--- config.mk ---
export PLATFORM = sky130hd
export DESIGN_NAME = rr_onehot_arbiter
export DESIGN_NICKNAME = d
export VERILOG_FILES = /design/src/rtl/rr_arb_pkg.sv /design/src/rtl/rr_pick.sv /design/src/rtl/rr_onehot_arbiter.sv
export SDC_FILE = /design/constraint.sdc
export NUM_CORES = 1
export LEC_CHECK = 0
export BUFFER_PORTS_ARGS = -buffer_cell sky130_fd_sc_hd__buf_2
export CORE_MARGIN = 3
export CORE_UTILIZATION = 55
export CTS_CLUSTER_DIAMETER = 60
export DETAILED_ROUTE_END_ITERATION = 7
export PLACE_DENSITY = 0.8
export SYNTH_ARGS = -nofsm -noshare
export SYNTH_HDL_FRONTEND = slang
export SYNTH_SLANG_ARGS = --single-unit
--- constraint.sdc ---
create_clock -name clk -period 9.1 [get_ports clk]
set_input_delay 0.455 -clock clk [delete_from_list [all_inputs] [get_ports clk]]
set_output_delay 0.455 -clock clk [all_outputs]
set_load 0.005 [all_outputs]
--- src/rtl/rr_arb_pkg.sv ---
// Shared definitions for the round-robin one-hot arbiter: default sizes,
// FSM state encoding and a one-hot to index helper.
package rr_arb_pkg;

  localparam int N_DEF     = 8;
  localparam int IDX_W_DEF = 3;
  localparam int N_MAX     = 32;
  localparam int IDX_W_MAX = 5;

  typedef enum logic {IDLE = 1'b0, GRANT = 1'b1} state_t;

  // OR of the indices of all set bits; exact for a one-hot (or zero) input.
  function automatic logic [IDX_W_MAX-1:0] onehot_to_idx(input logic [N_MAX-1:0] oh);
    logic [IDX_W_MAX-1:0] idx;
    idx = '0;
    for (int i = 0; i < N_MAX; i++)
      if (oh[i]) idx = idx | IDX_W_MAX'(i);
    return idx;
  endfunction

endpackage

--- src/rtl/rr_pick.sv ---
// Rotate-priority picker: scans candidates from index ptr upward, wrapping
// at N-1, and returns the first set bit as one-hot plus its index.
module rr_pick import rr_arb_pkg::*; #(
  parameter int N     = N_DEF,
  parameter int IDX_W = IDX_W_DEF
) (
  input  logic [N-1:0]     candidates,
  input  logic [IDX_W-1:0] ptr,
  output logic [N-1:0]     winner,
  output logic [IDX_W-1:0] winner_idx,
  output logic             any
);

  logic [IDX_W-1:0] idx;

  // First set bit at or after ptr; index arithmetic wraps since N = 2**IDX_W.
  always_comb begin
    winner     = '0;
    winner_idx = '0;
    any        = 1'b0;
    idx        = '0;
    for (int i = 0; i < N; i++) begin
      idx = ptr + IDX_W'(i);
      if (!any && candidates[idx]) begin
        any         = 1'b1;
        winner[idx] = 1'b1;
        winner_idx  = idx;
      end
    end
  end

endmodule

--- src/rtl/rr_onehot_arbiter.sv ---
// Round-robin arbiter feeding the 8-to-3 encoder: sticky request latch,
// one registered one-hot grant at a time, retired by Ready, pointer rotates
// past each retired winner.
// Optional sticky overrun flags are built when RR_ARB_OVERRUN_EN is defined.
module rr_onehot_arbiter import rr_arb_pkg::*; #(
  parameter int N     = N_DEF,
  parameter int IDX_W = IDX_W_DEF
) (
  input  logic         clk,
  input  logic         rst,
  input  logic [N-1:0] Req,
  input  logic         Enable,
  input  logic         Ready,
  output logic [N-1:0] Grant,
  output logic         Valid,
  output logic [N-1:0] Pending
`ifdef RR_ARB_OVERRUN_EN
  ,
  input  logic         Overrun_Clr,
  output logic [N-1:0] Overrun
`endif
);

  state_t           state;
  logic [IDX_W-1:0] ptr, gidx, ptr_adv, pick_ptr, win_idx;
  logic [N-1:0]     clear, cand, win;
  logic             any, hs;

  // A grant retires when it is presented (GRANT state) and Ready is high.
  assign hs       = (state == GRANT) && Ready;
  assign clear    = hs ? Grant : '0;
  assign ptr_adv  = gidx + IDX_W'(1);
  // On a handshake the follow-on pick already uses the rotated pointer and
  // excludes the bit being retired; fresh requests only join next edge.
  assign pick_ptr = (state == GRANT) ? ptr_adv : ptr;
  assign cand     = (state == GRANT) ? (Pending & ~Grant) : Pending;

  rr_pick #(.N(N), .IDX_W(IDX_W)) u_pick (
    .candidates (cand),
    .ptr        (pick_ptr),
    .winner     (win),
    .winner_idx (win_idx),
    .any        (any)
  );

  // Request latch, grant issue/retire FSM and priority pointer.
  always_ff @(posedge clk) begin
    if (rst) begin
      state   <= IDLE;
      Grant   <= '0;
      Valid   <= 1'b0;
      ptr     <= '0;
      gidx    <= '0;
      Pending <= '0;
    end else begin
      // A request on the retire edge re-arms its bit.
      Pending <= (Pending & ~clear) | Req;
      case (state)
        IDLE: begin
          if (Enable && any) begin
            Grant <= win;
            gidx  <= win_idx;
            Valid <= 1'b1;
            state <= GRANT;
          end
        end
        GRANT: begin
          if (Ready) begin
            ptr <= ptr_adv;
            if (Enable && any) begin
              Grant <= win;
              gidx  <= win_idx;
            end else begin
              Grant <= '0;
              Valid <= 1'b0;
              state <= IDLE;
            end
          end
        end
        default: state <= IDLE;
      endcase
    end
  end

`ifdef RR_ARB_OVERRUN_EN
  // Sticky flag for a request that coalesced into an already-pending bit.
  always_ff @(posedge clk) begin
    if (rst) Overrun <= '0;
    else     Overrun <= (Overrun_Clr ? '0 : Overrun) | (Req & Pending & ~clear);
  end
`endif

endmodule
==> insert_results.sql <==
INSERT INTO impl_metrics (metric_group, metric, value, unit) VALUES
('run_status', 'status', 'finished, final reports clean', ''),
('clock_tree', 'cts.sink_count', '24', ''),
('global_routing', 'grt_pass1_vias', '2411', ''),
('worst_setup_path', 'family_with_the_most_delay_on_the_worst_path', 'compound AO/OA/AOI/OAI gates', ''),
('yosys', 'yosys-top-cells-area', 'dfxtp_1, mux2i_1, a21oi_1', ''),
('yosys', 'synth_flop_cell', 'dfxtp_1', ''),
('yosys', 'synth-seq-area-share', '18.9', '%'),
('sta', 'max_slew.worst_pin.slew', '901', 'ps'),
('final_layout', 'layout-drive-gt1-share', '17.2', '%'),
('yosys', 'synthCells', '336', ''),
('floorplanning', 'starting_utilization_of_the_core_area', '57.7', '%'),
('min_path', 'hold_path.class', 'in2reg', ''),
('final_layout', 'layout.filler_cells', '391', ''),
('final_layout', 'flow.area_growth_from_synthesis', '6.78', '%'),
('flow_run', 'maxcap_violations', '0', ''),
('yosys', 'ys_ff_latch', '24', ''),
('sta', 'grt_setup_unrepaired', 'no', ''),
('placement', 'detailedPlace.worstSlack', '3840', 'ps'),
('sta', 'skew', '9.01', 'ps'),
('global_routing', 'global_route.usage.total', '28.2', '%'),
('worst_setup_path', 'slowest_stage', 'dfxtp_1', ''),
('sta', 'setup_tns_final', '0', 'ps'),
('clock_tree', 'cts.clk_slew.worst_paths', '80', 'ps'),
('worst_setup_path', 'crit_arrival', '5610', 'ps'),
('global_routing', 'antenna_violations_before_repair', '0', ''),
('power', 'p_leak', '1.05', 'nW'),
('yosys', 'synth_edf_count', '0', ''),
('worst_setup_path', 'cp_data_required_time', '9280', 'ps'),
('yosys', 'synth_fp_nets', '354', ''),
('sta', 'clock.fmax', '0.184', 'GHz'),
('sta', 'final_min_period_over_clock_period', '59.7', '%'),
('clock_tree', 'clk-insertion-delay-late', '270', 'ps'),
('global_routing', 'grt_first_pass_wirelength', '12000', 'um'),
('sta', 'setup_viol', '0', ''),
('yosys', 'yosysUniqueCellTypes', '55', ''),
('sta', 'worst_slack', '3670', 'ps'),
('clock_tree', 'clk_root_buffer_cell', 'clkbuf_8', ''),
('drt', 'antenna_violating_nets_post_route', '0', ''),
('power', 'vdd_ir_drop_max', '115', 'uV'),
('worst_setup_path', 'crit_path_frequent_cell', 'inv_2', ''),
('drt', 'route.final.wire_length', '7520', 'um'),
('placement', 'gpl.final_weighted_congestion', '0.929', ''),
('drt', 'via_count', '2808', ''),
('placement', 'post-place-cells', '397', ''),
('placement', 'port_buffers', '28', ''),
('clock_tree', 'postCtsResizedCells', '0', ''),
('final_layout', 'num-nets-final', '368', ''),
('placement', 'detailedPlacementHpwl', '5670', 'um'),
('floorplanning', 'fp.dieArea', '5480', 'sq um'),
('global_routing', 'gr-total-overflow', '0', ''),
('clock_tree', 'number_of_buffers_added_for_setup_after_cts', '0', ''),
('sta', 'timing.final.crit_period', '5430', 'ps'),
('worst_setup_path', 'crit_path_cell_trace', 'inv_2 > mux2i_4 > inv_2 > ha_1 > inv_1 > mux4_2 > o32ai_4 > a41oi_2 > a21boi_2 > a22oi_1 > a211oi_1', ''),
('drt', 'dr.pass1.iters', '5', ''),
('final_layout', 'layout.cells.most_common_list', 'a21oi_1, nand2_1, buf_2', ''),
('floorplanning', 'top_level_ports', '29', ''),
('worst_setup_path', 'worst_setup_path_end_kind', 'register', ''),
('worst_setup_path', 'worst_setup_path_start_kind', 'register', ''),
('sta', 'slew_viol_final', '0', ''),
('final_layout', 'final_common_cell', 'a21oi_1', ''),
('final_layout', 'postLayoutCoreUtil', '61.6', '%'),
('drt', 'drt_drc', '0', ''),
('worst_setup_path', 'crit_type', 'reg2reg', ''),
('clock_tree', 'cts.hold.buffers_added', '0', ''),
('yosys', 'syn_avg_cell_area', '7.57', 'sq um'),
('yosys', 'synth_top_area_share', '18.9', '%'),
('final_layout', 'num_antenna_cells', '0', ''),
('power', 'p_total', '568', 'uW'),
('drt', 'dr.first_iter.drc_count', '294', ''),
('floorplanning', 'die_y_extent', '74.0', 'um'),
('floorplanning', 'num_rows', '24', '');
## final timing paths
path / cells after the start / slack [ps] / startpoint / endpoint
hold / removal: 3 / 440 / Req[3] / Pending[3]
setup / recovery: 11 / 3670 / state / Grant[2]
setup reg to reg: 11 / 3670 / state / Grant[2]
hold reg to reg: 2 / 500 / ptr[1] / ptr[1]
## cell usage after synthesis (all sizes together), types with 2 or more instances
master / number
o311ai: 2
a31oi: 2
nand2: 30
o31ai: 8
dfxtp: 24
or4: 2
nor2: 26
a211oi: 5
nand4: 9
buf: 5
nor4: 4
nand3: 14
o32ai: 2
o21ai: 18
a21boi: 5
clkbuf: 15
xnor2: 3
a21bo: 8
ha: 6
nand3b: 5
or3: 4
a21oi: 41
a22oi: 2
o221ai: 4
clkinv: 2
o22ai: 5
a311oi: 4
nor3: 15
mux2i: 23
inv: 12
mux2: 4
a221oi: 2
mux4: 6
o211ai: 6
## kinds of logic (layout without fill, tap and decap cells)
group | Yosys count | count (layout) | synth area share (%)
adders and majority gates | 6 | 6 | 2.95
xor gates and xnor gates | 3 | 3 | 1.03
DFF | 24 | 24 | 18.9
AOI/OAI and AO/OA | 121 | 121 | 32.7
and+or+nand+nor | 115 | 115 | 22.6
buffers and inverters | 34 | 46 | 5.26
muxes | 33 | 33 | 16.6
## worst min-delay path: cells and delay by family
family                 cells  cell delay (ps)
AOI/OAI and AO/OA          2              140
buffers and inverters      1               80
## state kept, by name, indices dropped and copies added (netlist names)
name     flops
Grant        8
state        1
gidx         3
Pending      8
ptr          3
Valid        1
## final cells by class
type	count	area [sq um]	share of cell area [%]
multi-input combinational	278	1930	71.0
sequential	24	480	17.7
timing repair buffer	29	148	5.43
tap	52	65.1	2.39
inverter	14	52.6	1.93
clock buffer	3	41.3	1.52
## power breakdown
part	internal [mW]	switching [mW]	total, mW
sequential	0.119	0.0172	0.136
clock	0.0296	0.0318	0.0614
combinational	0.136	0.235	0.371
## through the flow
stage,instance area (sq um),hold slack (ps)
6_report,2720,440
2_1_floorplan,2540,454
5_1_grt,2720,463
4_1_cts,2720,443
3_5_place_dp,2680,482
3_3_place_gp,2680,478
## per-layer routing
metal	vias to the layer above	track usage, %	part of all wire, %
met5	-	0	0
met4	0	10.1	3.2
met3	25	5.81	9.2
met2	157	42.7	45
met1	1304	39.6	42
li1	1322	-	-
Note: power is estimated with default switching activity, not from simulation.
